$ cat src/rtl/scpu_mem_arbiter_pkg.sv
// Shared types for the SCPU memory arbiter: FSM states, owner IDs, counter widths.
package scpu_mem_arbiter_pkg;

  typedef enum logic [1:0] {
    ST_IDLE  = 2'd0,
    ST_ISSUE = 2'd1,
    ST_WAIT  = 2'd2,
    ST_RESP  = 2'd3
  } state_e;

  typedef enum logic [1:0] {
    OWN_D = 2'd0,
    OWN_G = 2'd1,
    OWN_I = 2'd2
  } owner_e;

  // MEM_LAT is at most 7, STARVE_MAX at most 15
  localparam int LAT_W = 3;
  localparam int AGE_W = 4;

endpackage

$ cat src/rtl/scpu_mem_arbiter_if.sv
// Requester ports (D, G, I), RAM port and busy flag of the SCPU memory arbiter.
interface scpu_mem_arbiter_if #(
  parameter int ADDR_W = 32,
  parameter int DATA_W = 32
);
  logic              d_req, d_we, d_ack;
  logic [ADDR_W-1:0] d_addr;
  logic [DATA_W-1:0] d_wdata, d_rdata;
  logic              g_req, g_we, g_ack;
  logic [ADDR_W-1:0] g_addr;
  logic [DATA_W-1:0] g_wdata, g_rdata;
  logic              i_req, i_ack;
  logic [ADDR_W-1:0] i_addr;
  logic [DATA_W-1:0] i_rdata;
  logic              mem_en, mem_we;
  logic [ADDR_W-1:0] mem_addr;
  logic [DATA_W-1:0] mem_wdata, mem_rdata;
  logic              busy;

  // arbiter side
  modport slave (
    input  d_req, d_we, d_addr, d_wdata,
    input  g_req, g_we, g_addr, g_wdata,
    input  i_req, i_addr,
    input  mem_rdata,
    output d_ack, d_rdata, g_ack, g_rdata, i_ack, i_rdata,
    output mem_en, mem_we, mem_addr, mem_wdata, busy
  );

  // requesters + RAM side
  modport master (
    output d_req, d_we, d_addr, d_wdata,
    output g_req, g_we, g_addr, g_wdata,
    output i_req, i_addr,
    output mem_rdata,
    input  d_ack, d_rdata, g_ack, g_rdata, i_ack, i_rdata,
    input  mem_en, mem_we, mem_addr, mem_wdata, busy
  );
endinterface

$ cat src/rtl/scpu_mem_arbiter_sel.sv
// Combinational 3-way priority picker: D > G > I, or I first when promoted.
module scpu_arb_select
  import scpu_mem_arbiter_pkg::*;
(
  input  logic [2:0] req_i,      // {i, g, d}
  input  logic       promote_i,
  output logic [2:0] gnt_o,      // one-hot {i, g, d}
  output owner_e     own_o
);

  // promotion only matters when I is actually asking
  always_comb begin
    gnt_o = 3'b000;
    own_o = OWN_D;
    if (promote_i && req_i[2]) begin
      gnt_o = 3'b100;
      own_o = OWN_I;
    end else if (req_i[0]) begin
      gnt_o = 3'b001;
      own_o = OWN_D;
    end else if (req_i[1]) begin
      gnt_o = 3'b010;
      own_o = OWN_G;
    end else if (req_i[2]) begin
      gnt_o = 3'b100;
      own_o = OWN_I;
    end
  end

endmodule

$ cat src/rtl/scpu_mem_arbiter.sv
// Serialises D/G/I accesses onto one synchronous RAM with read-latency tracking
// and an aging counter that bounds instruction-fetch starvation.
module scpu_mem_arbiter
  import scpu_mem_arbiter_pkg::*;
#(
  parameter int ADDR_W     = 32,
  parameter int DATA_W     = 32,
  parameter int MEM_LAT    = 1,
  parameter int STARVE_MAX = 4
) (
  input  logic              clk,
  input  logic              rst,
  scpu_mem_arbiter_if.slave bus
);

  localparam logic [LAT_W-1:0] LAT_INIT = LAT_W'(MEM_LAT);
  localparam logic [AGE_W-1:0] AGE_MAX  = AGE_W'(STARVE_MAX);

  state_e            state_q, state_d;
  owner_e            own_q, own_win;
  logic              we_q;
  logic [ADDR_W-1:0] addr_q;
  logic [DATA_W-1:0] wdata_q;
  logic [LAT_W-1:0]  lat_q;
  logic [AGE_W-1:0]  age_q;
  logic [DATA_W-1:0] d_rdata_q, g_rdata_q, i_rdata_q;
  logic [2:0]        req, gnt;
  logic              promote, grant_now, rd_done;

  assign req       = {bus.i_req, bus.g_req, bus.d_req};
  assign promote   = (age_q == AGE_MAX);
  assign grant_now = (state_q == ST_IDLE) && (|req);
  // RAM data is valid in the last WAIT cycle
  assign rd_done   = (state_q == ST_WAIT) && (lat_q == LAT_W'(1));

  scpu_arb_select u_sel (
    .req_i     (req),
    .promote_i (promote),
    .gnt_o     (gnt),
    .own_o     (own_win)
  );

  // state register
  always_ff @(posedge clk or negedge rst) begin
    if (!rst) state_q <= ST_IDLE;
    else      state_q <= state_d;
  end

  // next-state: IDLE -> ISSUE -> (WAIT)* -> RESP -> IDLE
  always_comb begin
    state_d = state_q;
    case (state_q)
      ST_IDLE:  if (|req) state_d = ST_ISSUE;
      ST_ISSUE: state_d = we_q ? ST_RESP : ST_WAIT;
      ST_WAIT:  if (lat_q == LAT_W'(1)) state_d = ST_RESP;
      ST_RESP:  state_d = ST_IDLE;
      default:  state_d = ST_IDLE;
    endcase
  end

  // latch the winner's request at grant; later input changes are ignored
  always_ff @(posedge clk or negedge rst) begin
    if (!rst) begin
      own_q   <= OWN_D;
      we_q    <= 1'b0;
      addr_q  <= '0;
      wdata_q <= '0;
      lat_q   <= '0;
    end else begin
      if (grant_now) begin
        own_q   <= own_win;
        we_q    <= (gnt[0] & bus.d_we) | (gnt[1] & bus.g_we);
        addr_q  <= gnt[0] ? bus.d_addr  : (gnt[1] ? bus.g_addr  : bus.i_addr);
        wdata_q <= gnt[0] ? bus.d_wdata : (gnt[1] ? bus.g_wdata : '0);
      end
      if (state_q == ST_ISSUE)     lat_q <= LAT_INIT;
      else if (state_q == ST_WAIT) lat_q <= lat_q - LAT_W'(1);
    end
  end

  // aging: count grants that pass over a waiting I, clear when I wins
  always_ff @(posedge clk or negedge rst) begin
    if (!rst) begin
      age_q <= '0;
    end else if (grant_now) begin
      if (gnt[2])                            age_q <= '0;
      else if (bus.i_req && age_q < AGE_MAX) age_q <= age_q + AGE_W'(1);
    end
  end

  // read data lands only in the owner's register
  always_ff @(posedge clk or negedge rst) begin
    if (!rst) begin
      d_rdata_q <= '0;
      g_rdata_q <= '0;
      i_rdata_q <= '0;
    end else if (rd_done) begin
      case (own_q)
        OWN_D:   d_rdata_q <= bus.mem_rdata;
        OWN_G:   g_rdata_q <= bus.mem_rdata;
        default: i_rdata_q <= bus.mem_rdata;
      endcase
    end
  end

  // outputs decoded from registered state only
  always_comb begin
    bus.mem_en    = (state_q == ST_ISSUE);
    bus.mem_we    = (state_q == ST_ISSUE) && we_q;
    bus.mem_addr  = addr_q;
    bus.mem_wdata = wdata_q;
    bus.busy      = (state_q != ST_IDLE);
    bus.d_ack     = (state_q == ST_RESP) && (own_q == OWN_D);
    bus.g_ack     = (state_q == ST_RESP) && (own_q == OWN_G);
    bus.i_ack     = (state_q == ST_RESP) && (own_q == OWN_I);
    bus.d_rdata   = d_rdata_q;
    bus.g_rdata   = g_rdata_q;
    bus.i_rdata   = i_rdata_q;
  end

endmodule

$ cat src/flat_wrapper.sv
// flat-port wrapper written by rule: the top's interface ports become plain ports
module scpu_mem_arbiter_flat import scpu_mem_arbiter_pkg::*;
#(
  parameter int ADDR_W     = 32,
  parameter int DATA_W     = 32,
  parameter int MEM_LAT    = 1,
  parameter int STARVE_MAX = 4
)
  (clk, rst, bus_d_req, bus_d_we, bus_d_addr, bus_d_wdata, bus_g_req, bus_g_we, bus_g_addr, bus_g_wdata, bus_i_req, bus_i_addr, bus_mem_rdata, bus_d_ack, bus_d_rdata, bus_g_ack, bus_g_rdata, bus_i_ack, bus_i_rdata, bus_mem_en, bus_mem_we, bus_mem_addr, bus_mem_wdata, bus_busy);
  scpu_mem_arbiter_if #(.ADDR_W(ADDR_W), .DATA_W(DATA_W)) bus_i ();
  input  logic clk;
  input  logic rst;
  input wire logic [$bits(bus_i.d_req)-1:0] bus_d_req;
  input wire logic [$bits(bus_i.d_we)-1:0] bus_d_we;
  input wire logic [$bits(bus_i.d_addr)-1:0] bus_d_addr;
  input wire logic [$bits(bus_i.d_wdata)-1:0] bus_d_wdata;
  input wire logic [$bits(bus_i.g_req)-1:0] bus_g_req;
  input wire logic [$bits(bus_i.g_we)-1:0] bus_g_we;
  input wire logic [$bits(bus_i.g_addr)-1:0] bus_g_addr;
  input wire logic [$bits(bus_i.g_wdata)-1:0] bus_g_wdata;
  input wire logic [$bits(bus_i.i_req)-1:0] bus_i_req;
  input wire logic [$bits(bus_i.i_addr)-1:0] bus_i_addr;
  input wire logic [$bits(bus_i.mem_rdata)-1:0] bus_mem_rdata;
  output wire logic [$bits(bus_i.d_ack)-1:0] bus_d_ack;
  output wire logic [$bits(bus_i.d_rdata)-1:0] bus_d_rdata;
  output wire logic [$bits(bus_i.g_ack)-1:0] bus_g_ack;
  output wire logic [$bits(bus_i.g_rdata)-1:0] bus_g_rdata;
  output wire logic [$bits(bus_i.i_ack)-1:0] bus_i_ack;
  output wire logic [$bits(bus_i.i_rdata)-1:0] bus_i_rdata;
  output wire logic [$bits(bus_i.mem_en)-1:0] bus_mem_en;
  output wire logic [$bits(bus_i.mem_we)-1:0] bus_mem_we;
  output wire logic [$bits(bus_i.mem_addr)-1:0] bus_mem_addr;
  output wire logic [$bits(bus_i.mem_wdata)-1:0] bus_mem_wdata;
  output wire logic [$bits(bus_i.busy)-1:0] bus_busy;
  assign bus_i.d_req = bus_d_req;
  assign bus_i.d_we = bus_d_we;
  assign bus_i.d_addr = bus_d_addr;
  assign bus_i.d_wdata = bus_d_wdata;
  assign bus_i.g_req = bus_g_req;
  assign bus_i.g_we = bus_g_we;
  assign bus_i.g_addr = bus_g_addr;
  assign bus_i.g_wdata = bus_g_wdata;
  assign bus_i.i_req = bus_i_req;
  assign bus_i.i_addr = bus_i_addr;
  assign bus_i.mem_rdata = bus_mem_rdata;
  assign bus_d_ack = bus_i.d_ack;
  assign bus_d_rdata = bus_i.d_rdata;
  assign bus_g_ack = bus_i.g_ack;
  assign bus_g_rdata = bus_i.g_rdata;
  assign bus_i_ack = bus_i.i_ack;
  assign bus_i_rdata = bus_i.i_rdata;
  assign bus_mem_en = bus_i.mem_en;
  assign bus_mem_we = bus_i.mem_we;
  assign bus_mem_addr = bus_i.mem_addr;
  assign bus_mem_wdata = bus_i.mem_wdata;
  assign bus_busy = bus_i.busy;
  scpu_mem_arbiter #(.ADDR_W(ADDR_W), .DATA_W(DATA_W), .MEM_LAT(MEM_LAT), .STARVE_MAX(STARVE_MAX)) u_core (.clk(clk), .rst(rst), .bus(bus_i));
endmodule
$ cat config.mk
export PLATFORM = sky130hd
export DESIGN_NAME = scpu_mem_arbiter_flat
export DESIGN_NICKNAME = d
export VERILOG_FILES = /design/src/rtl/scpu_mem_arbiter_pkg.sv /design/src/rtl/scpu_mem_arbiter_if.sv /design/src/rtl/scpu_mem_arbiter_sel.sv /design/src/rtl/scpu_mem_arbiter.sv /design/src/flat_wrapper.sv
export SDC_FILE = /design/constraint.sdc
export NUM_CORES = 1
export LEC_CHECK = 0
export CORE_AREA = 2 2 142 144
export CTS_CLUSTER_DIAMETER = 30
export CTS_CLUSTER_SIZE = 40
export DETAILED_ROUTE_END_ITERATION = 10
export DIE_AREA = 0 0 144 146
export DONT_BUFFER_PORTS = 1
export GPL_TIMING_DRIVEN = 0
export HOLD_SLACK_MARGIN = 0.02
export PLACE_DENSITY = 0.62
export SYNTH_ARGS = -nofsm -noshare
export SYNTH_HDL_FRONTEND = slang
export SYNTH_SLANG_ARGS = --single-unit
$ cat constraint.sdc
create_clock -name clk -period 2.2 [get_ports clk]
set_input_delay 0.11 -clock clk [delete_from_list [all_inputs] [get_ports clk]]
set_output_delay 0.11 -clock clk [all_outputs]
set_load 0.02 [all_outputs]
== After elaboration in Yosys (flattened, before gate mapping) ==
Index checks and enable logic that the tools add are counted.
Storage, ports and cells
  output and inout bits: 166
  word-level logic and storage cells: 66
  flip-flop bits (word level): 172
Operators by class
  mux-type cells: 20
  bitwise logic cells: 4
  equal/unequal tests: 9
  $lt $le $gt $ge: 1
  reduce and logical (&&, ||, !) cells: 20
  $add $sub $neg: 2
Operators by type and width (number)
  two-way mux 32 bit: 4
  two-way mux 3 bit: 6
  two-way mux 2 bit: 6
  AND reduction 2 bit: 5
  logical AND 1 bit: 8
  two-way mux 4 bit: 2
  case mux 2 bit (4 select lines): 1
  equality test 2 bit (second input constant): 3
  nonzero test 2 bit: 3
  adder 4 x 1 -> 4 bit (second input constant): 1
  equality test 2 x 1 -> 1 bit (second input constant): 2
  equality test 4 x 3 -> 1 bit (second input constant): 1
  zero test 2 bit: 2
  < comparator 4 x 3 -> 1 bit (second input constant): 1
  equality test 3 x 1 -> 1 bit (second input constant): 1
  OR reduction 3 bit: 1
  subtractor 3 x 1 -> 3 bit (second input constant): 1
  AND 1 bit: 2
  inequality test 2 x 1 -> 1 bit (second input constant): 1
  inequality test 2 bit (second input constant): 1
  OR reduction 2 bit: 1
  two-way mux 1 bit: 1
  NOT 1 bit: 1
  bitwise OR 1 bit: 1

== Longest topological paths before layout ==
Gate-level depths: netlist (run 1).
  word-level depth: 6
  gate-level depth with buffers: 8

== Hierarchy ==
Synthesis (run 1) repeated with hierarchy kept, for this count alone.
Unflattened totals
  cell total of the unflattened synthesis: 605
  area, all modules: 7621.1 sq um
By module, submodules not included
  scpu_mem_arbiter: area each 7567.3 sq um, instances 1, cells an instance 598
  scpu_arb_select: area each 53.8 sq um, instances 1, cells an instance 7

== Worst setup path before layout (run 1) ==
OpenSTA, ideal clock, no wires.
  kind: reg-to-reg
  start: register u_core.state_q[0]
  end: register u_core.d_rdata_q[10] (netlist: u_core.bus.d_rdata[10])
  path buffers: 2
  stages on the path, launching flop included: 8
  library setup time: 0.125 ns
  clock period less this slack: 1.804 ns
  slack: 0.396 ns
  required time: 2.075 ns
  arrival: 1.679 ns
  path through: dfrtp_1 -> inv_1 -> ha_1 -> nand3_2 -> or3_1 -> buf_6 -> buf_12 -> mux2_4
On the way
  word-level cells in the longest chain between the ends: 3
Ends and longest elaborated chain
  start, declared: RTL line scpu_mem_arbiter.sv:19  | state_e state_q, state_d;
  start signal, assigned: RTL line scpu_mem_arbiter.sv:46  | else state_q <= state_d;
  equality test 2 bit: RTL line scpu_mem_arbiter.sv:34  | assign rd_done = (state_q == ST_WAIT) && (lat_q == LAT_W'(1));
  logical AND 1 bit: RTL line scpu_mem_arbiter.sv:34
  AND reduction 2 bit (no source line)
  end signal, assigned: RTL line scpu_mem_arbiter.sv:99  | OWN_D: d_rdata_q <= bus.mem_rdata;
  end, declared: RTL line scpu_mem_arbiter.sv:26  | logic [DATA_W-1:0] d_rdata_q, g_rdata_q, i_rdata_q;
No other way between the ends.
A chain may end at the register's enable or synchronous reset.

== Worst setup path in the final report (run 1) ==
  start: register u_core.age_q[0]
  end: register u_core.addr_q[0] (netlist: u_core.bus.mem_addr[0])
On the way
  word-level cells in the longest chain between the ends: 5
Ends and longest elaborated chain
  start, declared: RTL line scpu_mem_arbiter.sv:25  | logic [AGE_W-1:0] age_q;
  start signal, assigned: RTL line scpu_mem_arbiter.sv:87  | else if (bus.i_req && age_q < AGE_MAX) age_q <= age_q + AGE_W'(1);
  equality test 4 x 3 -> 1 bit *: RTL line scpu_mem_arbiter.sv:31  | assign promote = (age_q == AGE_MAX);
  logical AND 1 bit *: RTL line scpu_mem_arbiter_sel.sv:15  | if (promote_i && req_i[2]) begin
  two-way mux 3 bit *: RTL line scpu_mem_arbiter_sel.sv:15
  two-way mux 32 bit: RTL line scpu_mem_arbiter.sv:73  | addr_q <= gnt[0] ? bus.d_addr : (gnt[1] ? bus.g_addr : bus.i_addr);
  two-way mux 32 bit *: RTL line scpu_mem_arbiter.sv:73
  end signal, assigned: RTL line scpu_mem_arbiter.sv:73
  end, declared: RTL line scpu_mem_arbiter.sv:22  | logic [ADDR_W-1:0] addr_q;
Mark *: on every way between the ends. The rest lies on a longest branch, timed or not.

==> results of run 1 <==
==> state kept, by name (all words and copies together), names as in the netlist <==
register	flops
u_core.age_q	4
u_core.bus.d_rdata	32
u_core.bus.g_rdata	32
u_core.bus.i_rdata	32
u_core.bus.mem_addr	32
u_core.bus.mem_wdata	32
u_core.lat_q	3
u_core.own_q	2
u_core.state_q	2
u_core.we_q	1
==> worst register-to-register path, delay by kind of cell (launching register included) <==
family,cells,cell delay (ns)
flip-flops,1,0.39
AND/OR/NAND/NOR,1,0.12
adder cells (fa/ha/maj),1,0.21
buffers and inverters,4,0.97
AO/OA/AOI/OAI,2,0.33
==> placed cells by master, fill, tap and decap left out, types with 8 or more instances in the layout <==
cell type / instances
a31oi_1: 31
ha_1: 8
o22ai_1: 33
clkbuf_16: 17
mux2_2: 67
dlygate4sd3_1: 192
dfrtp_1: 172
nand2_1: 71
inv_1: 40
o31ai_1: 19
a22oi_1: 34
o31ai_2: 13
buf_2: 23
o21ai_1: 12
mux2_4: 30
nor2_1: 68
o21ai_0: 26
==> cells by family after synthesis <==
family	Yosys count	synth area share, %
compound gates	179	15.39
fa+ha+maj	9	1.405
buf+inv	94	6.259
flops	172	53.70
mux	97	15.03
simple gates	157	8.211
==> power breakdown <==
part | internal, mW | switching, mW
logic | 2.10 | 1.96
registers | 4.67 | 3.10
clock network | 2.08 | 1.32
total | 8.84 | 6.37
==> repair_timing <==
| item | in CTS | in global routing |
|---|---|---|
| resized for setup | 1 | 8 |
| gates cloned | 0 | 0 |
| endpoints found under the setup margin | 10 | 32 |
| endpoints found under the hold margin | 335 | 172 |
| buffers inserted | 0 | 0 |
| pin swaps | 0 | 1 |
==> cell type report <==
class | count | share of cell area, %
flip-flops and latches | 172 | 39.23
multi-input cells | 442 | 29.48
repair buffers | 192 | 17.52
clock buffers | 18 | 4.003
plain buffers | 53 | 3.250
well taps | 265 | 3.022
clock inverters | 13 | 2.064
inverters | 41 | 1.403
diodes | 1 | 0.02281
==> metal layers <==
layer	vias to the layer above	part of all wire [%]	GRT usage (%)
met1	3387	34	26.28
li1	2915	-	-
met4	0	6.9	17.40
met5	-	0	0
met3	173	11	8.259
met2	577	48	40.88
==> worst max-delay path by stage <==
stage / cells past startpoint / slack [ns] / to / startpoint
finish: 8 / 0.09 / u_core.bus.mem_addr[0]$_DFFE_PN0P_ / u_core.age_q[0]$_DFFE_PN0P_
global route: 8 / -0.005 / u_core.bus.mem_addr[17]$_DFFE_PN0P_ / u_core.age_q[0]$_DFFE_PN0P_
global placement: 6 / 0.06 / u_core.bus.g_rdata[1]$_DFFE_PN0P_ / u_core.state_q[0]$_DFFE_PN0P_
floorplan: 7 / 0.40 / u_core.bus.d_rdata[10]$_DFFE_PN0P_ / u_core.state_q[0]$_DFFE_PN0P_
detailed placement: 6 / -0.008 / u_core.bus.g_rdata[2]$_DFFE_PN0P_ / u_core.state_q[0]$_DFFE_PN0P_
CTS: 6 / 0.08 / u_core.bus.g_rdata[7]$_DFFE_PN0P_ / u_core.state_q[0]$_DFFE_PN0P_
==> results.py, run 1 <==
metrics = {
    "run": {
        "cap_violations": 0,
    },
    "logic_synthesis": {
        "yosys_warnings": 0,
        "yosysMostFrequentCell": "dfrtp_1",
        "synth.top_cell.area_share_pct": 53.70,
        "ys.flop_type": "dfrtp_1",
        "synth_nets": 916,
        "yosys.area.top_type": "dfrtp_1",
        "yosysUniqueCellTypes": 41,
        "ys_ff_latch": 172,
        "syn-instance-count": 708,
        "avgSynthCellArea_um2": 11.32,
        "ys_seq_area_share_pct": 53.70,
        "syn-cell-area_mm2": 0.008015,
        "synth_edf_count": 0,
        "synth_common_cells": "dfrtp_1 (172), nand2_1 (72), nor2_1 (68)",
        "synth.area.top_cells": "dfrtp_1 (54%), mux2_2 (9.4%), mux2_4 (5.6%), nand2_1 (3.4%), a22oi_1 (3.2%)",
        "async_reset_ff_share_pct": 100.0,
    },
    "cells_and_area": {
        "multiInputGateArea_mm2": 0.003234,
        "nets": 1127,
        "final_area_mm2": 0.01097,
        "drive_above_1_share_pct": 20.41,
        "ff_latch_area_mm2": 0.004304,
        "finish.utilization_pct": 56.74,
        "n_fill_cell": 1507,
        "syn2layout_area_growth_pct": 36.87,
        "fin_cells": 1197,
    },
    "global_routing": {
        "grt_start_max_net_pins": 173,
        "grt_pass1_vias": 7562,
        "grt_usage_pct": 24.72,
        "grt_antenna_before_repair": 1,
        "grt_pass1_wl_um": 40570,
        "overflow": 0,
    },
    "setup_path": {
        "cp_top_family": "buffers and inverters",
        "required_ns": 2.53,
        "reg2reg_slack_ns": 0.09,
        "critical_path.startpoint_type": "register",
        "critPathBufInv": 4,
        "critPathCaptureType": "register",
        "critPathMaxFanout": 10,
        "r2r-start": "u_core.age_q[0]$_DFFE_PN0P_",
        "critical_path.slowest_cell": "dlygate4sd3_1",
        "reg2reg_to": "u_core.bus.mem_addr[0]$_DFFE_PN0P_",
        "r2r_cells": 8,
        "worstPathCellList": "inv_1 -> ha_2 -> nand4b_4 -> buf_6 -> buf_6 -> o22ai_1 -> dlygate4sd3_1 -> o31ai_2",
        "worstPathArrival_ns": 2.44,
        "path_common_cell": "buf_6",
        "slowest_delay_ns": 0.58,
        "crit_type": "register to register",
    },
    "sta": {
        "rsz0062_at_grt": "true",
        "tightest_slew_ns": 0.7061,
        "whs_ns": -0.6160,
        "hold_violations": 172,
        "finalSetupTns_ns": 0,
        "clock_skew_ns": 0.01412,
        "setup_viol": 0,
        "postLayoutSetupSlackWorst_ns": 0.09030,
        "finalCriticalPeriod_ns": 2.110,
        "post-route-period-util_pct": 95.90,
        "fmax_ghz": 0.4740,
        "slew_headroom_pct": 52.83,
        "drv_slew": 0,
    },
    "hold_path": {
        "worstHoldPathType": "input pin to asynchronous set/reset pin",
    },
    "clock_tree": {
        "clk_pin_slew_ns": 0.07,
        "cts_root_buf": "clkbuf_16",
        "cts_tree": "done",
        "cts_hold_buf": 193,
        "clkLatencyLatePin_ns": 0.42,
        "clock_path_buffers": 2,
        "cts_buffers": 17,
        "htree_levels": 4,
        "clkSinkCount": 172,
    },
    "routing": {
        "detail-route-antenna-nets": 0,
        "drtPass1Iterations": 6,
        "drc": 0,
        "vias": 7052,
        "drt_iter0_markers": 503,
        "routedWlPerCell_um": 22.38,
        "avgViaCountPerCell": 5.891,
        "wirelength_um": 26790,
    },
    "placed_design": {
        "place_ws_ns": -0.007679,
        "placed_cells": 973,
        "io_buffer_count": 0,
        "gp_congestion": 0.9040,
        "dpl.hpwl_um": 16720,
        "dpl-instance-area_mm2": 0.008347,
    },
    "power_and_ir_drop": {
        "vdd.ir_drop.worst_mv": 0.6467,
        "leakagePower_nw": 4.984,
        "p_per_area_mw_per_mm2": 1387,
        "total_power_mw": 15.21,
    },
    "run_status": {
        "failed_checks": "negative hold slack",
        "status": "complete, but fails checks",
    },
    "floorplanning": {
        "initial_core_util_pct": 41.45,
        "die_y_um": 146,
        "rows": 51,
        "die_w_um": 144,
        "coreArea_mm2": 0.01933,
        "die_area_mm2": 0.02102,
        "ios": 365,
    },
}
No activity file was read; power rests on OpenSTA's default activity.
==> inputs of run 2 (changes only) <==
Settings changed: CTS_BUF_LIST from default to sky130_fd_sc_hd__clkbuf_16, PLACE_DENSITY 0.62 to 0.59, SYNTH_HIERARCHICAL from default to 1.
==> results.py, run 2 <==
metrics = {
    "sta": {
        "post-route-period-util_pct": 98.81,
        "hold_violations": 172,
        "whs_ns": -0.6214,
        "setup_viol": 0,
        "fmax_ghz": 0.4600,
        "clock_skew_ns": 0.01325,
        "rsz0062_at_grt": "true",
        "tightest_slew_ns": 0.8415,
        "drv_slew": 0,
        "slew_headroom_pct": 43.78,
        "finalCriticalPeriod_ns": 2.174,
    },
    "clock_tree": {
        "htree_levels": 4,
        "clkLatencyLatePin_ns": 0.43,
        "clock_path_buffers": 2,
        "clk_pin_slew_ns": 0.07,
        "cts_buffers": 17,
        "clkSinkCount": 172,
        "cts_root_buf": "clkbuf_16",
        "cts_hold_buf": 144,
        "cts_tree": "done",
    },
    "placed_design": {
        "gp_congestion": 0.8397,
        "dpl.hpwl_um": 15090,
        "io_buffer_count": 0,
        "placed_cells": 870,
    },
    "run": {
        "cap_violations": 0,
    },
    "routing": {
        "vias": 5718,
        "wirelength_um": 23060,
        "drtPass1Iterations": 4,
        "detail-route-antenna-nets": 0,
        "drt_iter0_markers": 266,
        "drc": 0,
        "routedWlPerCell_um": 21.92,
        "avgViaCountPerCell": 5.435,
    },
    "setup_path": {
        "critical_path.slowest_cell": "dfrtp_1",
        "r2r-start": "u_core/age_q[0]$_DFFE_PN0P_",
        "r2r_cells": 9,
        "reg2reg_to": "u_core/bus.mem_addr[16]$_DFFE_PN0P_",
        "reg2reg_slack_ns": 0.03,
        "required_ns": 2.51,
        "worstPathArrival_ns": 2.49,
        "worstPathCellList": "inv_1 -> ha_2 -> and3b_2 -> a211oi_4 -> buf_6 -> buf_12 -> mux2i_1 -> o21ai_0 -> mux2_2",
        "crit_type": "register to register",
        "critPathCaptureType": "register",
        "slowest_delay_ns": 0.38,
        "critical_path.startpoint_type": "register",
        "critPathMaxFanout": 10,
    },
    "cells_and_area": {
        "finish.utilization_pct": 53.06,
        "fin_cells": 1052,
        "final_cell_mix": "dfrtp_1 (172), dlygate4sd3_1 (144), mux2_2 (126), nor2_1 (69), nand2_1 (41)",
        "drive_above_1_share_pct": 29.35,
        "final_common_cell": "dfrtp_1",
        "num_antenna_cells": 0,
        "syn2layout_area_growth_pct": 34.62,
        "nets": 982,
    },
    "floorplanning": {
        "coreArea_mm2": 0.01933,
        "ios": 365,
        "rows": 51,
        "die_y_um": 146,
        "die_w_um": 144,
        "die_area_mm2": 0.02102,
        "initial_core_util_pct": 39.42,
    },
    "logic_synthesis": {
        "synth_edf_count": 0,
        "synth_nets": 813,
        "ys_seq_area_share_pct": 56.48,
        "synth.top_cell.area_share_pct": 56.48,
        "syn-instance-count": 605,
        "synth_common_cells": "dfrtp_1 (172), mux2_2 (129), nor2_1 (69)",
        "yosysMostFrequentCell": "dfrtp_1",
        "ys_ff_latch": 172,
        "synth.area.top_cells": "dfrtp_1 (56%), mux2_2 (19%), mux2i_1 (4.2%), a221oi_1 (3.7%), nor2_1 (3.4%)",
        "ys.flop_type": "dfrtp_1",
        "async_reset_ff_share_pct": 100.0,
        "avgSynthCellArea_um2": 12.60,
        "yosys.area.top_type": "dfrtp_1",
        "yosys_warnings": 6,
        "syn-cell-area_mm2": 0.007621,
        "yosysUniqueCellTypes": 39,
    },
    "global_routing": {
        "overflow": 0,
        "grt_pass1_wl_um": 34080,
        "grt_pass1_vias": 6246,
        "grt_start_max_net_pins": 173,
        "grt_antenna_before_repair": 0,
        "grt_usage_pct": 21.13,
    },
    "power_and_ir_drop": {
        "leakagePower_nw": 4.379,
        "vdd.ir_drop.worst_mv": 0.8732,
        "p_per_area_mw_per_mm2": 1439,
        "total_power_mw": 14.77,
    },
    "hold_path": {
        "worstHoldPathType": "input pin to asynchronous set/reset pin",
    },
    "run_status": {
        "status": "complete, but fails checks",
        "failed_checks": "negative hold slack",
    },
}
run 2: layout make-up:
class,count,area (µm²)
flip-flops and latches,172,4304
multi-input cells,383,3229
clock buffers,17,425.4
inverters,10,37.54
fillers,1590,9075
well taps,265,331.6
clock inverters,15,150.1
plain buffers,40,291.5
repair buffers,150,1490
run 2: power breakdown:
group / total [mW] / internal [mW] / leakage (nW) / switching, mW
Combinational: 3.90 / 2.11 / 2.06 / 1.79
Clock: 2.88 / 1.51 / 0.279 / 1.38
Sequential: 7.98 / 4.77 / 2.04 / 3.22
Total: 14.8 / 8.38 / 4.38 / 6.38
run 2: through the flow:
step | setup slack [ns] | cell area (µm²) | TNS [ns]
6_report | 0.02623 | 10260 | 0
5_1_grt | -0.06849 | 10260 | -1.007
4_1_cts | -0.04237 | 10080 | -0.2101
3_5_place_dp | -0.4016 | 7953 | -14.98
3_3_place_gp | -0.2785 | 7953 | -8.946
2_1_floorplan | 0.1063 | 7621 | 0
run 2: metal layers:
layer	up-vias	GRT usage, %	wire length, µm	share of wire (%)
li1	2497	-	-	-
met1	2801	22.82	8321	36
met2	355	37.17	11730	51
met3	65	6.384	2106	9.1
met4	0	10.49	908	3.9
met5	-	0	0	0
run 2: worst max-delay path: cells and delay by family, from the launching register on:
kind	cells	cell delay (ns)
simple gates	1	0.23
compound gates	2	0.35
mux	2	0.51
buf+inv	3	0.41
fa+ha+maj	1	0.17
flops	1	0.38
run 2: worst max path at each step:
stage	to	depth (start not counted)	startpoint
3_3_place_gp	u_core/bus.mem_wdata[28]$_DFFE_PN0P_	9	u_core/age_q[0]$_DFFE_PN0P_
4_1_cts	u_core/bus.mem_addr[13]$_DFFE_PN0P_	9	u_core/age_q[0]$_DFFE_PN0P_
6_report	u_core/bus.mem_addr[16]$_DFFE_PN0P_	9	u_core/age_q[0]$_DFFE_PN0P_
2_1_floorplan	u_core/bus.mem_addr[3]$_DFFE_PN0P_	9	u_core/age_q[0]$_DFFE_PN0P_
3_5_place_dp	u_core/bus.mem_wdata[28]$_DFFE_PN0P_	9	u_core/age_q[0]$_DFFE_PN0P_
5_1_grt	u_core/bus.mem_addr[16]$_DFFE_PN0P_	9	u_core/age_q[0]$_DFFE_PN0P_
run 2: repair_timing:
item	in CTS	in global routing
endpoints found under the setup margin	63	65
buffers inserted	3	4
endpoints found under the hold margin	336	172
pin swaps	1	2
resized for setup	29	49
run 2: logic make-up (layout without fill, tap and decap cells):
| group | count (synthesis) | after routing | share of synthesized area [%] |
|---|---|---|---|
| multiplexers | 161 | 161 | 23.26 |
| buffers and inverters | 50 | 232 | 3.316 |
| adder cells (fa/ha/maj) | 9 | 9 | 1.478 |
| AND/OR/NAND/NOR | 130 | 130 | 7.766 |
| AO/OA/AOI/OAI | 83 | 83 | 7.700 |
| flip-flops | 172 | 172 | 56.48 |
==> inputs of run 3 (changes only) <==
Settings changed: CORE_AREA 2 2 142 144 to 2 2 143 145, DIE_AREA 0 0 144 146 to 0 0 145 147.
==> results.py, run 3 (synthesized netlist as in run 2, its figures left out) <==
metrics = {
    "run_status": {
        "status": "complete, but fails checks",
        "failed_checks": "negative hold slack, negative setup slack",
    },
    "setup_path": {
        "critical_path.slowest_cell": "dfrtp_1",
        "worstPathCellList": "inv_1 -> ha_2 -> and3b_2 -> a211oi_2 -> buf_6 -> buf_6 -> mux2i_1 -> o21ai_1 -> mux2_4",
        "critPathMaxFanout": 8,
        "required_ns": 2.50,
        "path_common_cell": "buf_6",
        "crit_type": "register to register",
        "r2r-start": "u_core/age_q[1]$_DFFE_PN0P_",
        "critical_path.startpoint_type": "register",
        "worstPathArrival_ns": 2.52,
        "r2r_cells": 9,
        "slowest_delay_ns": 0.38,
        "critPathLaunch": "u_core/age_q[1]$_DFFE_PN0P_",
        "critPathCaptureType": "register",
    },
    "sta": {
        "rsz0062_at_grt": "true",
        "postLayoutSetupSlackWorst_ns": -0.02031,
        "fmax_ghz": 0.4504,
        "drv_slew": 0,
        "tightest_slew_ns": 0.8525,
        "clock_skew_ns": 0.01494,
        "whs_ns": -0.6205,
        "setup_viol": 1,
        "post-route-period-util_pct": 100.9,
        "slew_headroom_pct": 43.04,
        "hold_violations": 172,
        "finalCriticalPeriod_ns": 2.220,
    },
    "routing": {
        "drtPass1Iterations": 5,
        "drc": 0,
        "avgViaCountPerCell": 5.434,
        "routedWlPerCell_um": 21.39,
        "drt_iter0_markers": 303,
        "vias": 5798,
        "detail-route-antenna-nets": 0,
        "wirelength_um": 22820,
    },
    "floorplanning": {
        "ios": 365,
        "rows": 52,
        "initial_core_util_pct": 38.40,
        "die_y_um": 147,
        "die_w_um": 145,
        "die_area_mm2": 0.02132,
        "coreArea_mm2": 0.01984,
    },
    "clock_tree": {
        "htree_levels": 4,
        "clkSinkCount": 172,
        "cts_root_buf": "clkbuf_16",
        "clock_path_buffers": 2,
        "cts_tree": "done",
        "clk_pin_slew_ns": 0.08,
        "cts_buffers": 17,
        "clkLatencyLatePin_ns": 0.43,
    },
    "cells_and_area": {
        "final_cell_mix": "dfrtp_1 (172), dlygate4sd3_1 (152), mux2_2 (120), nor2_1 (69), nand2_1 (41)",
        "final_area_mm2": 0.01041,
        "ff_latch_area_mm2": 0.004304,
        "final_common_cell": "dfrtp_1",
        "drive_above_1_share_pct": 28.23,
        "n_fill_cell": 1603,
        "nets": 992,
        "num_antenna_cells": 0,
        "multiInputGateArea_mm2": 0.003174,
        "syn2layout_area_growth_pct": 36.64,
    },
    "global_routing": {
        "use_met2_pct": 36.05,
        "busiest_layer": "met2",
        "globalRouteMet1Util_pct": 22.00,
        "met3_usage_pct": 6.957,
        "grt_antenna_before_repair": 0,
        "grt_pass1_wl_um": 33860,
        "grt_usage_pct": 20.50,
        "overflow": 0,
        "grt_start_max_net_pins": 173,
        "grt_pass1_vias": 6031,
    },
    "placed_design": {
        "io_buffer_count": 0,
        "dpl.hpwl_um": 15350,
        "place_ws_ns": -0.3733,
        "dpl-instance-area_mm2": 0.007959,
        "gp_congestion": 0.8110,
    },
    "power_and_ir_drop": {
        "sw_frac_of_total_pct": 43.40,
        "p_per_area_mw_per_mm2": 1445,
        "p_switching_mw": 6.530,
        "leakagePower_nw": 4.447,
        "pwr-share-clk_pct": 20.8,
        "combPwrFrac_pct": 26.1,
        "internal_power_mw": 8.515,
        "pwr-share-seq_pct": 53.1,
        "total_power_mw": 15.04,
        "vdd.ir_drop.worst_mv": 0.6041,
    },
    "hold_path": {
        "worstHoldPathType": "input pin to asynchronous set/reset pin",
    },
    "run": {
        "cap_violations": 0,
    },
}
[run 3: cell types whose count changed in the layout (fill, tap and decap cells not counted), moves of 4 or more]
cell           previous run  this run
a221oi_1                 18        30
a221oi_2                 12         2
clkinv_4                  5         1
clkinv_8                  2         7
dlygate4sd3_1           144       152
mux2_2                  126       120
mux2_4                    3         9
o21ai_0                  27        17
o21ai_1                   9        16
[run 3: power groups by stage]
stage,registers (mW),clock network (mW),logic [mW]
after global routing,8.16,3.36,4.27
final,7.99,3.13,3.93
after detailed placement,8.08,0,3.44
after global placement,8.02,0,3.22
after floorplan,7.48,0,2.82
after CTS,8.01,3.20,3.71
[run 3: worst max-delay path: cells and delay by family, from the launching register on]
family	cells	cell delay [ns]
adders and majority gates	1	0.17
buffers and inverters	3	0.47
AOI/OAI and AO/OA	2	0.38
DFF	1	0.38
muxes	2	0.48
and+or+nand+nor	1	0.22
[run 3: worst paths after layout]
| check | slack, ns | to |
|---|---|---|
| worst max-delay path | -0.02 | u_core/bus.mem_addr[2]$_DFFE_PN0P_ |
| worst min register to register | 0.54 | u_core/age_q[1]$_DFFE_PN0P_ |
| worst min-delay path | -0.62 | u_core/we_q$_DFFE_PN0P_ |
| max in group asynchronous | 2.60 | u_core/bus.mem_wdata[22]$_DFFE_PN0P_ |
| worst max register to register | -0.02 | u_core/bus.mem_addr[2]$_DFFE_PN0P_ |
| min in group clk | 0.03 | u_core/bus.mem_addr[26]$_DFFE_PN0P_ |
[run 3: cell type report]
cell class                 count  area share, %
buffer                        40          2.763
clock buffer                  17          4.085
clock inverter                15          2.006
inverter                      10         0.3604
multi-input combinational    383          30.48
sequential                   172          41.33
tap                          270          3.244
timing repair buffer         160          15.73
[run 3: what timing repair did]
item	4_1_cts	5_1_grt
hold buffers	144	8
resized for setup	20	57
cloned	0	3
hold endpoints to repair	335	177
setup endpoints to repair	64	50
buffers inserted	3	2
pin swaps	1	4
[run 3: routing by layer]
layer / share of wire (%) / vias up
met5: 0 / -
li1: - / 2507
met4: 3.6 / 0
met3: 9.1 / 53
met2: 51 / 378
met1: 37 / 2860
[run 3: per-stage QoR]
step / std cells / util [%] / hold slack [ns] / setup TNS (ns)
after floorplan: 605 / - / -0.1856 / 0
after global placement: 875 / 40.11 / -0.1820 / -10.17
after detailed placement: 875 / 40.11 / -0.1818 / -14.17
after CTS: 1054 / 51.01 / -0.6437 / -0.02259
after global routing: 1067 / 52.48 / -0.6549 / -0.6968
final: 1067 / 52.48 / -0.6205 / -0.02031
